## src/rtl/paralelo_serial_tx_if.sv

```systemverilog
// ----------------------------------------------------------------------------
// paralelo_serial_tx_if
// Bundles the link-layer handshake and the serial lane outputs of the
// transmit-side parallel-to-serial converter.
//   data_in   [7:0] parallel symbol offered by the link layer
//   valid_in        data_in holds a symbol to send
//   ready_out       converter samples data_in on the next rising edge
//   data_out        serial bitstream, MSB first
//   sym_start       data_out currently carries bit 7 of a symbol
//   idle_tx         symbol currently shifted out is an inserted COM
// master: link-layer side, slave: converter side.
// ----------------------------------------------------------------------------
interface paralelo_serial_tx_if;
  logic [7:0] data_in;
  logic       valid_in;
  logic       ready_out;
  logic       data_out;
  logic       sym_start;
  logic       idle_tx;

  modport master (
    output data_in,
    output valid_in,
    input  ready_out,
    input  data_out,
    input  sym_start,
    input  idle_tx
  );

  modport slave (
    input  data_in,
    input  valid_in,
    output ready_out,
    output data_out,
    output sym_start,
    output idle_tx
  );
endinterface

```

## src/rtl/paralelo_serial_tx.sv

```systemverilog
// ----------------------------------------------------------------------------
// paralelo_serial_tx
// Transmit-side parallel-to-serial converter of the PCI phy lane. Shifts 8-bit
// symbols out MSB-first, one bit per clk_1 rising edge. After reset it sends
// INIT_COMS COM symbols, then accepts link-layer data; when nothing is
// offered it inserts COM_SYMBOL so the receiver can keep alignment.
// Ports:
//   clk_1  bit clock
//   reset  asynchronous, active-low reset
//   bus    paralelo_serial_tx_if.slave (data_in, valid_in, ready_out,
//          data_out, sym_start, idle_tx)
// ----------------------------------------------------------------------------
module paralelo_serial_tx #(
  parameter logic [7:0]  COM_SYMBOL = 8'hBC,
  parameter int unsigned INIT_COMS  = 4
) (
  input  logic                    clk_1,
  input  logic                    reset,
  paralelo_serial_tx_if.slave     bus
);

  localparam logic [3:0] INIT_COMS_C = 4'(INIT_COMS);

  typedef enum logic {
    ST_INIT   = 1'b0,
    ST_ACTIVE = 1'b1
  } state_t;

  state_t     state_r,     state_nxt_s;
  logic [7:0] shift_r,     shift_nxt_s;
  logic [2:0] bit_cnt_r,   bit_cnt_nxt_s;
  logic [3:0] com_cnt_r,   com_cnt_nxt_s;
  logic       sym_start_r, sym_start_nxt_s;
  logic       idle_tx_r,   idle_tx_nxt_s;
  logic       load_s;

  // A symbol boundary: the last bit of the current symbol is on the wire.
  assign load_s        = (bit_cnt_r == 3'd7);

  assign bus.data_out  = shift_r[7];
  assign bus.sym_start = sym_start_r;
  assign bus.idle_tx   = idle_tx_r;
  // Decoded from registers only so the link layer never sees an input loop.
  assign bus.ready_out = (state_r == ST_ACTIVE) && (bit_cnt_r == 3'd7);

  // Next-state and datapath decode: load a new symbol or keep shifting.
  always_comb begin
    state_nxt_s     = state_r;
    shift_nxt_s     = shift_r;
    bit_cnt_nxt_s   = bit_cnt_r;
    com_cnt_nxt_s   = com_cnt_r;
    sym_start_nxt_s = 1'b0;
    idle_tx_nxt_s   = idle_tx_r;

    if (load_s) begin
      bit_cnt_nxt_s   = 3'd0;
      sym_start_nxt_s = 1'b1;
      case (state_r)
        ST_INIT: begin
          // Preamble: valid_in is ignored until all COMs are out.
          shift_nxt_s   = COM_SYMBOL;
          idle_tx_nxt_s = 1'b1;
          com_cnt_nxt_s = com_cnt_r + 4'd1;
          if ((com_cnt_r + 4'd1) == INIT_COMS_C) begin
            state_nxt_s = ST_ACTIVE;
          end else begin
            state_nxt_s = ST_INIT;
          end
        end
        ST_ACTIVE: begin
          // ready_out is high here, so valid_in marks the handshake.
          if (bus.valid_in) begin
            shift_nxt_s   = bus.data_in;
            idle_tx_nxt_s = 1'b0;
          end else begin
            shift_nxt_s   = COM_SYMBOL;
            idle_tx_nxt_s = 1'b1;
          end
        end
        default: begin
          state_nxt_s   = ST_INIT;
          shift_nxt_s   = COM_SYMBOL;
          idle_tx_nxt_s = 1'b1;
        end
      endcase
    end else begin
      shift_nxt_s   = {shift_r[6:0], 1'b0};
      bit_cnt_nxt_s = bit_cnt_r + 3'd1;
    end
  end

  // State and datapath registers; bit_cnt resets to 7 so E1 is a load edge.
  always_ff @(posedge clk_1 or negedge reset) begin
    if (!reset) begin
      state_r     <= ST_INIT;
      shift_r     <= 8'h00;
      bit_cnt_r   <= 3'd7;
      com_cnt_r   <= 4'd0;
      sym_start_r <= 1'b0;
      idle_tx_r   <= 1'b1;
    end else begin
      state_r     <= state_nxt_s;
      shift_r     <= shift_nxt_s;
      bit_cnt_r   <= bit_cnt_nxt_s;
      com_cnt_r   <= com_cnt_nxt_s;
      sym_start_r <= sym_start_nxt_s;
      idle_tx_r   <= idle_tx_nxt_s;
    end
  end

endmodule

```

## src/flat_wrapper.sv

```systemverilog
// flat-port wrapper written by rule: the top's interface ports become plain ports
module paralelo_serial_tx_flat 
#(
  parameter logic [7:0]  COM_SYMBOL = 8'hBC,
  parameter int unsigned INIT_COMS  = 4
)
  (clk_1, reset, bus_data_in, bus_valid_in, bus_ready_out, bus_data_out, bus_sym_start, bus_idle_tx);
  paralelo_serial_tx_if bus_i ();
  input  logic clk_1;
  input  logic reset;
  input wire logic [$bits(bus_i.data_in)-1:0] bus_data_in;
  input wire logic [$bits(bus_i.valid_in)-1:0] bus_valid_in;
  output wire logic [$bits(bus_i.ready_out)-1:0] bus_ready_out;
  output wire logic [$bits(bus_i.data_out)-1:0] bus_data_out;
  output wire logic [$bits(bus_i.sym_start)-1:0] bus_sym_start;
  output wire logic [$bits(bus_i.idle_tx)-1:0] bus_idle_tx;
  assign bus_i.data_in = bus_data_in;
  assign bus_i.valid_in = bus_valid_in;
  assign bus_ready_out = bus_i.ready_out;
  assign bus_data_out = bus_i.data_out;
  assign bus_sym_start = bus_i.sym_start;
  assign bus_idle_tx = bus_i.idle_tx;
  paralelo_serial_tx #(.COM_SYMBOL(COM_SYMBOL), .INIT_COMS(INIT_COMS)) u_core (.clk_1(clk_1), .reset(reset), .bus(bus_i));
endmodule
```

## config.mk

```make
export PLATFORM = sky130hd
export DESIGN_NAME = paralelo_serial_tx_flat
export DESIGN_NICKNAME = d
export VERILOG_FILES = /design/src/rtl/paralelo_serial_tx_if.sv /design/src/rtl/paralelo_serial_tx.sv /design/src/flat_wrapper.sv
export SDC_FILE = /design/constraint.sdc
export NUM_CORES = 1
export LEC_CHECK = 0
export BUFFER_PORTS_ARGS = -buffer_cell sky130_fd_sc_hd__buf_2
export CAP_MARGIN = 0
export CORE_MARGIN = 2
export CORE_UTILIZATION = 30
export DETAILED_ROUTE_END_ITERATION = 12
export GPL_ROUTABILITY_DRIVEN = 0
export GPL_TIMING_DRIVEN = 0
export PLACE_DENSITY = 0.52
export SYNTH_ARGS = -nofsm -noshare
export SYNTH_HDL_FRONTEND = slang
export SYNTH_SLANG_ARGS = --single-unit
```

## constraint.sdc

```tcl
create_clock -name clk_1 -period 1.7 [get_ports clk_1]
set_input_delay 0.34 -clock clk_1 [delete_from_list [all_inputs] [get_ports clk_1]]
set_output_delay 0.34 -clock clk_1 [all_outputs]
set_load 0.01 [all_outputs]
```

==> flow_results.org <==
** Critical path
- Of all nets on the critical path, the largest fanout is 3.
- Worst R2R Start :: u_core.bit_cnt_r[0]
- The endpoint identified for the worst register-to-register timing path is u_core.com_cnt_r[1].
- Type of the worst setup path :: flop to output port
- STA classifies the critical path endpoint as an output port.
- Critical path arrival :: approximately 1.4 ns
- Worst path required time :: about 1.4 ns
- The worst register-to-register path has a setup slack of between 0.1 and 0.15 ns.
- Cell depth of the worst flop-to-flop path :: 5
- The worst setup path is launched from a flop.

** Detailed routing
- After detailed routing, the total wire length is roughly 1.3 mm.
- Router iterations before antenna repair :: 4
- Routed wire per std cell :: 11.72 um
- DRC violation count after routing :: 0
- Count of vias placed by the detailed router :: roughly 470
- Using the TritonRoute via totals, the vias-per-cell ratio works out to 4.380.
- DRT iter0 DRCs :: 4
- The detail route stage leaves a number of antenna-violating nets equal to 0.

** Power
- Total power consumption of the routed design :: between 0.7 and 0.8 mW
- For this design the static power due to leakage is roughly 0.43 nW.
- Power density over the cells :: 828.7 mW/mm2
- Worst IR drop on VDD :: slightly above 600 uV

** Timing
- Final Setup Violations :: 1
- Setup repair after global routing could not meet its margin everywhere.
- At the pin with the least slew margin, the transition time is 0.3914 ns.
- The final max-slew violation count is 0.
- Once routing completed, OpenROAD measured the worst setup slack at -0.004197 ns.
- Hold violation count in the final report :: 0
- Post-route clock skew :: ~0.0018 ns
- Worst slew margin relative to its limit :: about three quarters
- For the finished layout, the period the worst path requires is 1.704 ns.
- Hold timing on the final database bottoms out at a slack of between 0.2 and 0.25 ns.
- Maximum clock rate :: 586.8 MHz
- Of the available clock period, the critical path in the final layout requires 100.2%.

** CTS
- TritonCTS created 3 clock buffers.
- Master cell of the clock root buffer :: clkbuf_4
- Clock tree from TritonCTS :: done
- In this run the number of H-tree levels came out at 1.
- Clock sink count :: 18
- CTS clock-pin slew for the worst setup and hold paths :: approximately 0.1 ns
- Largest buffer count on any clock path :: 2
- Skew-Pair Late Insertion Delay :: slightly below 0.3 ns

** Die
- The die covers 0.002729 mm2.
- The initialized floorplan defines 17 standard-cell rows.
- In this run the count of I/O pins placed on the die edge is 15.
- For this configuration, the core starts out at a cell density of 31.56%.
- Die outline width :: 52.24 um
- Overall die height :: 52.24 um
- Area of the core :: about 0.0022 mm2

** Min path
- The worst hold path was traced through 2 stages.
- For hold timing, the worst endpoint is u_core.bus.idle_tx.
- Min-Delay Path Class :: input pin to flop
- Hold path startpoint :: bus_valid_in

** Global routing
- M2 GR Usage :: 17.30%
- The initial antenna violation count is 0.
- Grt met1 use :: 15.05%
- All-Layer GR Usage :: 11.43%
- In this run the most used layer during global routing was met2.
- Pin count of the biggest net entering global routing :: 19
- Via count of the first global-routing pass :: 506
- Fraction of met3 tracks used by global routing :: 5.143%
- Global-route wire length before repair :: approximately 2.2 mm
- Global route overflow :: 0

** Placement
- Port buffer count :: 14
- Once detailed placement completed, the half-perimeter wirelength came to 829.1 um.

** Cells and area
- The area growth from synthesis to layout is 27.96%.
- Proportion of layout cells with a drive suffix above 1 :: 38.75%
- Total number of nets in the final design :: 95
- Filler cells :: 237
- Diodes inserted :: 0
- Most used cells in the layout excluding fill and tap cells :: 14 x buf_2, 14 x nor2_1, 14 x dfrtp_1
- Total area of sequential cells :: 455.4 um2
- Area of the multi-input gates :: 252.7 um2

** Synth
- Count of different cell masters after synthesis :: 17
- The synthesized netlist occupies a cell area of 698.2 um2.
- Averaged over all synthesized cells, the footprint is roughly 12 um2.
- Counting flops and latches in the post-synthesis netlist gives 18.
- After technology mapping, the gate count stands at 60.
- Count of yosys warnings during synthesis :: 0
- Sequential cells were found to cover approximately two thirds of the synthesized design area.
- Total nets after synthesis :: 74

** Status
- Status :: complete, but fails checks
- Violated checks :: negative setup slack

** Job
- Max-cap violations in this run came to 0.
[layer usage]
metal,part of all wire [%],vias to the layer above
met4,0.63,0
met3,5.5,2
met2,47,10
met5,0,-
met1,47,226
li1,-,235
[what timing repair did]
| item | in CTS | in global routing |
|---|---|---|
| pin swaps | 2 | 2 |
| hold endpoints to repair | 14 | 0 |
| hold buffers | 1 | 0 |
| resized for setup | 8 | 0 |
| buffers inserted | 2 | 0 |
| endpoints found under the setup margin | 1 | 1 |
[state kept, by name (all words and copies together) (netlist names)]
signal                flops
u_core.bus.idle_tx        1
u_core.state_r            1
u_core.shift_r            8
u_core.com_cnt_r          4
u_core.bit_cnt_r          3
u_core.bus.sym_start      1
[report_power, final]
| part | internal [mW] | leakage (nW) | switching (mW) |
|---|---|---|---|
| Clock | 0.130 | 0.0210 | 0.130 |
| Sequential | 0.439 | 0.209 | 0.00302 |
| Combinational | 0.0165 | 0.195 | 0.0218 |
[critical path, cell delays in order (launching register included)]
cell,delay (ns)
dfstp_2,0.57
ha_4,0.14
ha_4,0.14
and2_4,0.13
buf_6,0.09
[through the flow]
step | setup TNS [ns] | std cells | utilization [%] | worst slack [ns] | area, um2
2_1_floorplan | 0 | 60 | - | 0.1854 | 698.2
3_3_place_gp | -0.001941 | 102 | 36.31 | -0.001941 | 803.3
3_5_place_dp | -0.009128 | 102 | 36.31 | -0.009128 | 803.3
4_1_cts | -0.08418 | 109 | 40.89 | -0.08418 | 904.6
5_1_grt | -0.06914 | 108 | 40.38 | -0.06914 | 893.4
6_report | -0.004197 | 108 | 40.38 | -0.004197 | 893.4
[how the worst max path moves through the flow]
| stage | startpoint | endpoint | slack [ns] | cells past startpoint |
|---|---|---|---|---|
| floorplan | u_core.bit_cnt_r[0] | bus_ready_out | 0.19 | 4 |
| global placement | u_core.bit_cnt_r[0] | bus_ready_out | -0.002 | 5 |
| detailed placement | u_core.bit_cnt_r[0] | bus_ready_out | -0.009 | 5 |
| CTS | u_core.bit_cnt_r[0] | bus_ready_out | -0.08 | 5 |
| global route | u_core.bit_cnt_r[0] | bus_ready_out | -0.07 | 4 |
| finish | u_core.bit_cnt_r[0] | bus_ready_out | -0.004 | 4 |
[synthesized netlist by cell type]
cell	n	area (um2)
nand2_1	5	18.77
and2_1	1	6.260
nand4_1	1	6.260
xnor2_1	2	17.52
a31o_2	1	8.760
mux2_2	1	11.26
dfrtp_1	14	350.3
inv_1	2	7.510
a21oi_1	5	25.02
buf_2	2	10.01
dfstp_2	4	105.1
a31oi_1	1	6.260
ha_1	3	37.54
nor2_1	14	52.55
o22ai_1	2	12.51
xor2_1	1	8.760
nor2b_4	1	13.76
[cell type report]
class	count	share of cell area, %
sequential	18	50.98
timing repair buffer	17	11.34
buffer	1	0.5602
inverter	2	0.8403
clock buffer	4	4.062
tap	28	3.922
multi-input combinational	38	28.29
[logic make-up after synthesis]
kind of cell | synth area share [%]
flip-flops | 65.23
adder cells (fa/ha/maj) | 5.377
multiplexers | 1.613
AO/OA/AOI/OAI | 7.527
XOR/XNOR | 3.764
buffers and inverters | 2.509
AND/OR/NAND/NOR | 13.98
No activity file was read; power rests on OpenSTA's default activity.
